### src/rtl/link_arbiter.sv
// Round-robin arbiter giving four requesters turns on one transceiver, plus a single-entry
// receive buffer with sticky overrun. Define TX_TIMEOUT_EN to abort frames stuck in BUSY.
`ifndef FRAME_SIZE
`define FRAME_SIZE 8
`endif

module link_arbiter #(
  parameter int TIMEOUT_CYCLES = 4096,
  parameter int TIMEOUT_W      = 16
) (
  input  logic                     clock,
  input  logic                     reset,
  input  logic [3:0]               req,
  input  logic [4*`FRAME_SIZE-1:0] req_data,
  output logic [3:0]               grant,
  output logic [3:0]               done,
  output logic                     tx_enable,
  output logic [`FRAME_SIZE-1:0]   tx_data,
  input  logic                     irq_tx,
  input  logic                     irq_rx,
  input  logic [`FRAME_SIZE-1:0]   rx_data,
  output logic [`FRAME_SIZE-1:0]   rx_frame,
  output logic                     rx_valid,
  input  logic                     rx_ack,
  output logic                     rx_overrun,
  output logic                     tx_timeout,
  output logic [15:0]              tx_count
);
  localparam int FS = `FRAME_SIZE;

  typedef enum logic [1:0] {IDLE, START, BUSY, DONE} state_t;

  state_t        state_q, state_d;
  logic [1:0]    ptr_q, ptr_d;
  logic [1:0]    owner_q, owner_d;
  logic [3:0]    grant_q, grant_d;
  logic [3:0]    done_q, done_d;
  logic          tx_enable_q, tx_enable_d;
  logic [FS-1:0] tx_data_q, tx_data_d;
  logic [15:0]   tx_count_q, tx_count_d;
  logic          tx_timeout_q, tx_timeout_d;
  logic          timeout_hit;
  logic [FS-1:0] rx_frame_q, rx_frame_d;
  logic          rx_valid_q, rx_valid_d;
  logic          rx_overrun_q, rx_overrun_d;

  logic [FS-1:0] frame [4];
  for (genvar gi = 0; gi < 4; gi++) begin : g_slice
    assign frame[gi] = req_data[gi*FS +: FS];
  end

  // First requesting index found scanning upward from ptr, wrapping mod 4.
  logic       found;
  logic [1:0] pick;
  logic [1:0] idx;
  always_comb begin
    found = 1'b0;
    pick  = ptr_q;
    idx   = ptr_q;
    for (int i = 0; i < 4; i++) begin
      idx = ptr_q + 2'(i);
      if (!found && req[idx]) begin
        found = 1'b1;
        pick  = idx;
      end
    end
  end

`ifdef TX_TIMEOUT_EN
  localparam logic [TIMEOUT_W-1:0] TIMEOUT_LAST = TIMEOUT_W'(TIMEOUT_CYCLES - 1);
  logic [TIMEOUT_W-1:0] tmo_cnt_q, tmo_cnt_d;

  always_comb begin
    tmo_cnt_d = tmo_cnt_q;
    if (state_q == START) begin
      tmo_cnt_d = '0;
    end else if (state_q == BUSY) begin
      tmo_cnt_d = tmo_cnt_q + TIMEOUT_W'(1);
    end
  end

  // Fires in the last permitted BUSY cycle so DONE lands TIMEOUT_CYCLES BUSY cycles after START.
  assign timeout_hit = (state_q == BUSY) && (tmo_cnt_q == TIMEOUT_LAST);

  always_ff @(posedge clock) begin
    if (reset) begin
      tmo_cnt_q <= '0;
    end else begin
      tmo_cnt_q <= tmo_cnt_d;
    end
  end
`else
  logic unused_timeout_cfg;
  assign unused_timeout_cfg = (TIMEOUT_CYCLES == TIMEOUT_W);
  assign timeout_hit        = 1'b0;
`endif

  always_comb begin
    state_d      = state_q;
    ptr_d        = ptr_q;
    owner_d      = owner_q;
    grant_d      = grant_q;
    done_d       = '0;
    tx_enable_d  = 1'b0;
    tx_data_d    = tx_data_q;
    tx_count_d   = tx_count_q;
    tx_timeout_d = 1'b0;
    case (state_q)
      IDLE: begin
        if (found) begin
          state_d     = START;
          owner_d     = pick;
          grant_d     = 4'b0001 << pick;
          tx_data_d   = frame[pick];
          tx_enable_d = 1'b1;
        end
      end
      START: state_d = BUSY;
      BUSY: begin
        if (irq_tx || timeout_hit) begin
          state_d      = DONE;
          done_d       = grant_q;
          tx_timeout_d = !irq_tx;
        end
      end
      DONE: begin
        state_d = IDLE;
        grant_d = '0;
        ptr_d   = owner_q + 2'd1;
        // An aborted frame is not a completed one.
        if (!tx_timeout_q) begin
          tx_count_d = tx_count_q + 16'd1;
        end
      end
      default: state_d = IDLE;
    endcase
  end

  always_comb begin
    rx_frame_d   = rx_frame_q;
    rx_valid_d   = rx_valid_q;
    rx_overrun_d = rx_overrun_q;
    if (irq_rx) begin
      if (!rx_valid_q || rx_ack) begin
        rx_frame_d = rx_data;
        rx_valid_d = 1'b1;
      end else begin
        rx_overrun_d = 1'b1;
      end
    end else if (rx_ack) begin
      rx_valid_d = 1'b0;
    end
  end

  always_ff @(posedge clock) begin
    if (reset) begin
      state_q      <= IDLE;
      ptr_q        <= '0;
      owner_q      <= '0;
      grant_q      <= '0;
      done_q       <= '0;
      tx_enable_q  <= 1'b0;
      tx_data_q    <= '0;
      tx_count_q   <= '0;
      tx_timeout_q <= 1'b0;
      rx_frame_q   <= '0;
      rx_valid_q   <= 1'b0;
      rx_overrun_q <= 1'b0;
    end else begin
      state_q      <= state_d;
      ptr_q        <= ptr_d;
      owner_q      <= owner_d;
      grant_q      <= grant_d;
      done_q       <= done_d;
      tx_enable_q  <= tx_enable_d;
      tx_data_q    <= tx_data_d;
      tx_count_q   <= tx_count_d;
      tx_timeout_q <= tx_timeout_d;
      rx_frame_q   <= rx_frame_d;
      rx_valid_q   <= rx_valid_d;
      rx_overrun_q <= rx_overrun_d;
    end
  end

  assign grant      = grant_q;
  assign done       = done_q;
  assign tx_enable  = tx_enable_q;
  assign tx_data    = tx_data_q;
  assign tx_count   = tx_count_q;
  assign tx_timeout = tx_timeout_q;
  assign rx_frame   = rx_frame_q;
  assign rx_valid   = rx_valid_q;
  assign rx_overrun = rx_overrun_q;

endmodule

### config.mk
export PLATFORM = sky130hd
export DESIGN_NAME = link_arbiter
export DESIGN_NICKNAME = d
export VERILOG_FILES = /design/src/rtl/link_arbiter.sv
export SDC_FILE = /design/constraint.sdc
export NUM_CORES = 1
export LEC_CHECK = 0
export BUFFER_PORTS_ARGS = -buffer_cell sky130_fd_sc_hd__buf_2
export CELL_PAD_IN_SITES_DETAIL_PLACEMENT = 1
export CELL_PAD_IN_SITES_GLOBAL_PLACEMENT = 1
export CORE_ASPECT_RATIO = 0.75
export CORE_UTILIZATION = 31
export CTS_CLUSTER_DIAMETER = 50
export DETAILED_ROUTE_END_ITERATION = 8
export GPL_ROUTABILITY_DRIVEN = 1
export PLACE_DENSITY_LB_ADDON = 0.1
export SYNTH_ARGS = -nofsm -noshare
export SYNTH_HDL_FRONTEND = slang
export SYNTH_SLANG_ARGS = --single-unit
### constraint.sdc
create_clock -name clock -period 1.75 [get_ports clock]
set_input_delay 0.35 -clock clock [delete_from_list [all_inputs] [get_ports clock]]
set_output_delay 0.35 -clock clock [all_outputs]
set_load 0.1 [all_outputs]
# After elaboration in Yosys (flattened, before gate mapping)
# Cells that the tools add are included.
[word_totals]
register_bits = 50
out_inout_bits = 44
input_bits = 49
[classes]
muxes = 27
add_sub_neg = 5
n_eq_ne = 6
magnitude_cmp = 5
reduce_logical = 21
shift = 1
n_bitwise = 6
[op_table]
columns = ["operator", "n"]
rows = [
  ["16-bit by 1-bit adder with 16-bit output, second input constant", 1],
  ["8-bit binary-select mux with 2-bit select", 1],
  ["8-bit 2-to-1 mux", 2],
  ["2-bit AND reduction", 7],
  ["2-bit by 3-bit < comparator with 1-bit output, second input constant", 4],
  ["1-bit 2-to-1 mux", 12],
  ["2-bit 2-to-1 mux", 5],
  ["1-bit binary-select mux with 2-bit select", 4],
  ["2-bit case mux with 4 select lines", 1],
  ["4-bit case mux with 2 select lines", 1],
  ["1-bit zero test", 5],
  ["1-bit NOT", 5],
  ["2-bit by 1-bit adder with 2-bit output, second input constant", 2],
  ["2-bit adder, second input constant", 2],
  ["2-bit == test, second input constant", 2],
  ["4-bit 2-to-1 mux", 1],
  ["2-bit != test, second input constant", 2],
  ["2-bit nonzero test", 2],
  ["1-bit by 2-bit << shifter with 4-bit output, first input constant", 1],
  ["3-bit greater-or-equal comparator, second input constant", 1],
  ["1-bit logical AND", 3],
  ["2-bit NOT with 3-bit output", 1],
  ["3-bit OR reduction", 1],
  ["2-bit by 1-bit == test with 1-bit output, second input constant", 1],
  ["other kinds (4)", 4],
]

# Depth between registers and ports, before layout
[depth]
ltp_word = 16
depth_mapped = 8
depth_no_buf = 7

# Least setup slack after synthesis
# OpenSTA, ideal clock, no wires.
[synth_timing]
kind = "reg2reg"
from = "register tx_count_q[0] (netlist: tx_count[0])"
to = "register tx_count_q[14] (netlist: tx_count[14])"
path_stages_with_launch = 6
path_slack_ns = -0.477
setup_ns = 0.071
arrival_ns = 2.157
path_cell_list = "dfxtp_1 > ha_1 > and4b_1 > nand4_1 > or3_1 > a21oi_1"
[synth_between]
elab_chain_len = 1
[synth_rtl]
columns = ["element", "line", "source"]
rows = [
  ["from (decl)", "40", "logic [15:0] tx_count_q, tx_count_d;"],
  ["from (signal assigned)", "177", "tx_count_q <= tx_count_d;"],
  ["16-bit by 1-bit adder with 16-bit output", "132", "tx_count_d = tx_count_q + 16'd1;"],
]
# No other way between the ends.
# A chain may end at the register's enable or synchronous reset.

# Final worst setup path
[layout_timing]
from = "register ptr_q[1]"
to = "register tx_data_q[6] (netlist: tx_data[6])"
[layout_between]
elab_chain_len = 16
word_cells_on_any_way = 29
classes_between = "add/sub: 3; mux: 18; bitwise: 1; reduce/logical: 7"
[layout_rtl]
columns = ["element", "line", "source"]
rows = [
  ["from (decl)", "34", "logic [1:0] ptr_q, ptr_d;"],
  ["from (signal assigned)", "171", "ptr_q <= ptr_d;"],
  ["parallel branches: the longest is 16 deep, another holds 2-bit by 1-bit adder with 2-bit output", "--", ""],
  ["to (signal assigned)", "176", "tx_data_q <= tx_data_d;"],
  ["to (decl)", "39", "logic [FS-1:0] tx_data_q, tx_data_d;"],
]
# Several ways; the timed one is not identified. The select of a mux whose other input is x is not followed.

==> impl_metrics.csv <==
group,metric,value,unit
placed_design,gp_congestion,0.708,
worst_hold_path,holdCritStartpoint,"rx_data[3]",
die,start_util,32.7,%
synthesis,synth_warnings,0,
synthesis,synth.ff_latch_count,50,
final_layout,postLayoutCellArea,3110,sq um
pwr,vdd.ir_drop.worst,0.733,mV
pwr,power.switching,1.90,mW
setup_path,slowest_delay,0.42,ns
route,drt_pass1_iterations,2,
timing,period_needed,1.65,ns
placed_design,dp_cells,444,
clock_network,cts_max_path_buffers,2,
setup_path,arrival,1.83,ns
timing,rsz0062_at_grt,"false",
synthesis,yosysUniqueCellTypes,41,
clock_network,insertion_delay,0.30,ns
route,num_vias,2087,
pwr,comb_power_share,48.2,%
placed_design,dpl.hpwl,4780,microns
final_layout,drive_gt1_share,40.1,%
route,drc,0,
outcome,outcome,"completed",
setup_path,worst_ep_required_time,1.93,ns
die,die_w,101,microns
final_layout,area_growth,37.3,%
global_routing,track_usage,16.6,%
die,fp.dieH,76.1,microns
timing,clock.fmax,606,MHz
clock_network,cts_num_sinks,50,
worst_hold_path,hold_class,"primary input to register",
timing,slew_violations,0,
placed_design,io_buffers,92,
setup_path,slowest_stage,"or4_4",
timing,min_period_over_period,94.4,%
pwr,pwr-share-clk,18.0,%
placed_design,place_ws,-0.107,ns
global_routing,antenna_found_initial,0,
synthesis,syn_avg_cell_area,9.22,sq um
synthesis,synth_top_area_share,44.1,%
setup_path,timing.rr.start,"ptr_q[1]",
timing,tns,0,ns
setup_path,worstRegToRegCells,5,
setup_path,worstPathMaxFanout,7,
die,boundaryPins,93,
final_layout,nets,407,
setup_path,r2r_slack,0.1,ns
pwr,seq_power_share,33.8,%
worst_hold_path,hold_end,"rx_frame[3]",
route,postRouteAntennaNets,0,
timing,finalHoldViolations,0,
timing,timing.final.ws_setup,0.0988,ns
job,drv_cap,0,
setup_path,end_kind,"register",
global_routing,grt_max_degree,26,
timing,fin_skew,0.00931,ns
route,drt_iter0_markers,62,
route,viasPerCell,4.62,
pwr,pwr_density_cell,1330,nW/um^2
die,core,6930,sq um
die,dieArea,7670,sq um
global_routing,gr-total-overflow,0,
setup_path,critical-path-top-delay-family,"simple AND/OR/NAND/NOR gates",
placed_design,placed_area,3000,sq um
timing,slew_headroom,66.0,%
pwr,switching_share,45.8,%
final_layout,final_common_cell,"buf_2",
synthesis,seq_area_frac_synth,44.1,%
synthesis,syn_inst,246,
timing,worstMarginPinSlew,0.505,ns
setup_path,start_kind,"register",
clock_network,root_buffer,"clkbuf_8",
route,wirelength,6060,microns
global_routing,grt_pass1_wl,10200,microns
setup_path,path_buf_inv,0,
die,num_rows,26,
final_layout,instances_no_fill,452,
pwr,internal-power,2.25,mW
synthesis,synth_area_leaders,"dfxtp_1 (44%), mux2i_1 (11%), nor2_1 (6.3%), a21oi_1 (2.9%), ha_1 (2.8%)",
synthesis,synth_nets,300,
timing,hold_slack,0.274,ns
setup_path,path_class,"register to register",
final_layout,antenna_cells,0,
pwr,leakagePower,1.43,nW
route,routedWlPerCell,13.4,microns
final_layout,layout_common_cells,"buf_2 (92), nor2_1 (38), dfxtp_1 (34), mux2i_1 (24), buf_4 (17)",
clock_network,cts_tree,"done",
clock_network,cts_inserted_buffers,5,
setup_path,crit_chain,"and3b_1 -> or4_4 -> and2_4 -> a2111oi_4 -> nor3_1",
synthesis,synth_top_area_cell,"dfxtp_1",
global_routing,grt_pass1_vias,2129,
worst_hold_path,whs_path_depth,3,
setup_path,r2r-end,"tx_data[6]",
synthesis,synth_area,2270,sq um
clock_network,clkTransAtPathRegs,0.10,ns
clock_network,cts_max_level,2,
timing,setup_viol,0,
[through the flow]
stage | utilization [%] | total power, mW
floorplan | - | 2.89
global placement | 43.2 | 3.39
detailed placement | 43.2 | 3.42
CTS | 44.8 | 4.19
global route | 44.9 | 4.40
finish | 44.9 | 4.16
[per-layer routing]
metal,share of wire (%),track usage (%)
met1,53,23.1
met2,41,25.9
met5,0,0
met3,5.7,3.85
met4,0.84,4.35
[registers in the layout, summed over array words and instances, names as in the netlist]
| name | flops |
|---|---|
| ptr_q | 2 |
| rx_frame | 8 |
| owner_q | 2 |
| tx_timeout | 1 |
| done | 4 |
| tx_count | 16 |
| rx_overrun | 1 |
| state_q | 2 |
| rx_valid | 1 |
| tx_enable | 1 |
| tx_data | 8 |
| grant | 4 |
[logic make-up after synthesis]
| kind of cell | count (synthesis) | synth area share [%] |
|---|---|---|
| simple gates | 98 | 22.5 |
| flops | 50 | 44.1 |
| xor+xnor | 12 | 4.63 |
| other cells | 1 | 0.165 |
| buf+inv | 17 | 3.20 |
| mux | 24 | 10.6 |
| fa+ha+maj | 5 | 2.76 |
| compound gates | 39 | 12.0 |
[worst max path at each step]
| stage | cells after the start | slack, ns | startpoint | end |
|---|---|---|---|---|
| 3_5_place_dp | 6 | -0.11 | req[0] | tx_data[4] |
| 4_1_cts | 5 | 0.02 | ptr_q[1] | tx_data[6] |
| 5_1_grt | 7 | 0.005 | state_q[0] | tx_count[15] |
| 6_report | 5 | 0.1 | ptr_q[1] | tx_data[6] |
| 3_3_place_gp | 6 | -0.06 | req[0] | tx_data[5] |
| 2_1_floorplan | 5 | 0.03 | tx_count[3] | tx_count[13] |
[area by class of cell]
| class | instances | area, sq um |
|---|---|---|
| clock buffers | 6 | 93.8 |
| clock inverters | 2 | 10.0 |
| fillers | 866 | 3810 |
| inverters | 6 | 22.5 |
| multi-input cells | 179 | 1210 |
| flip-flops and latches | 50 | 1030 |
| well taps | 98 | 123 |
| repair buffers | 111 | 628 |
[synth_stat cells]
cell type / instances
xor2_1: 5
o21bai_1: 2
buf_4: 1
a211oi_1: 3
or4_1: 1
nand4_1: 3
buf_2: 4
clkbuf_1: 6
o221ai_1: 7
and4b_1: 1
a31oi_1: 2
conb_1: 1
xnor2_1: 7
o21ai_1: 2
a21oi_1: 13
and2b_1: 1
nand3_1: 4
nand2b_1: 2
nor2_1: 38
a2111oi_4: 1
and3b_1: 1
or3_1: 4
or4_4: 1
a21boi_0: 1
and2_4: 1
ha_1: 5
a32oi_1: 2
nor3_1: 4
o21ai_0: 5
nand2_1: 12
nor4_1: 2
and3_1: 1
o41ai_1: 1
and2_1: 4
mux2i_1: 24
nor3b_1: 1
inv_1: 6
dfxtp_1: 50
nand3b_1: 8
nor2b_1: 7
and4_1: 2
[tightest hold or removal path, cell delays in order]
cell     delay [ns]
buf_2          0.08
mux2i_1        0.05
nor2_1         0.07
[power by group through the flow]
stage                     registers (mW)  clock network (mW)  logic (mW)
after floorplan                     2.26                   0       0.632
after global placement              1.43                   0        1.97
after detailed placement            1.43                   0        1.99
after CTS                           1.41               0.789        1.99
after global routing                1.43               0.834        2.13
final                               1.40               0.748        2.00
[what timing repair did]
| action | 4_1_cts | 5_1_grt |
|---|---|---|
| buffers inserted | 0 | 0 |
| hold buffers | 0 | 0 |
| endpoints found under the setup margin | 2 | 12 |
| resized for setup | 1 | 5 |
Power figures use the tool's default switching activity.
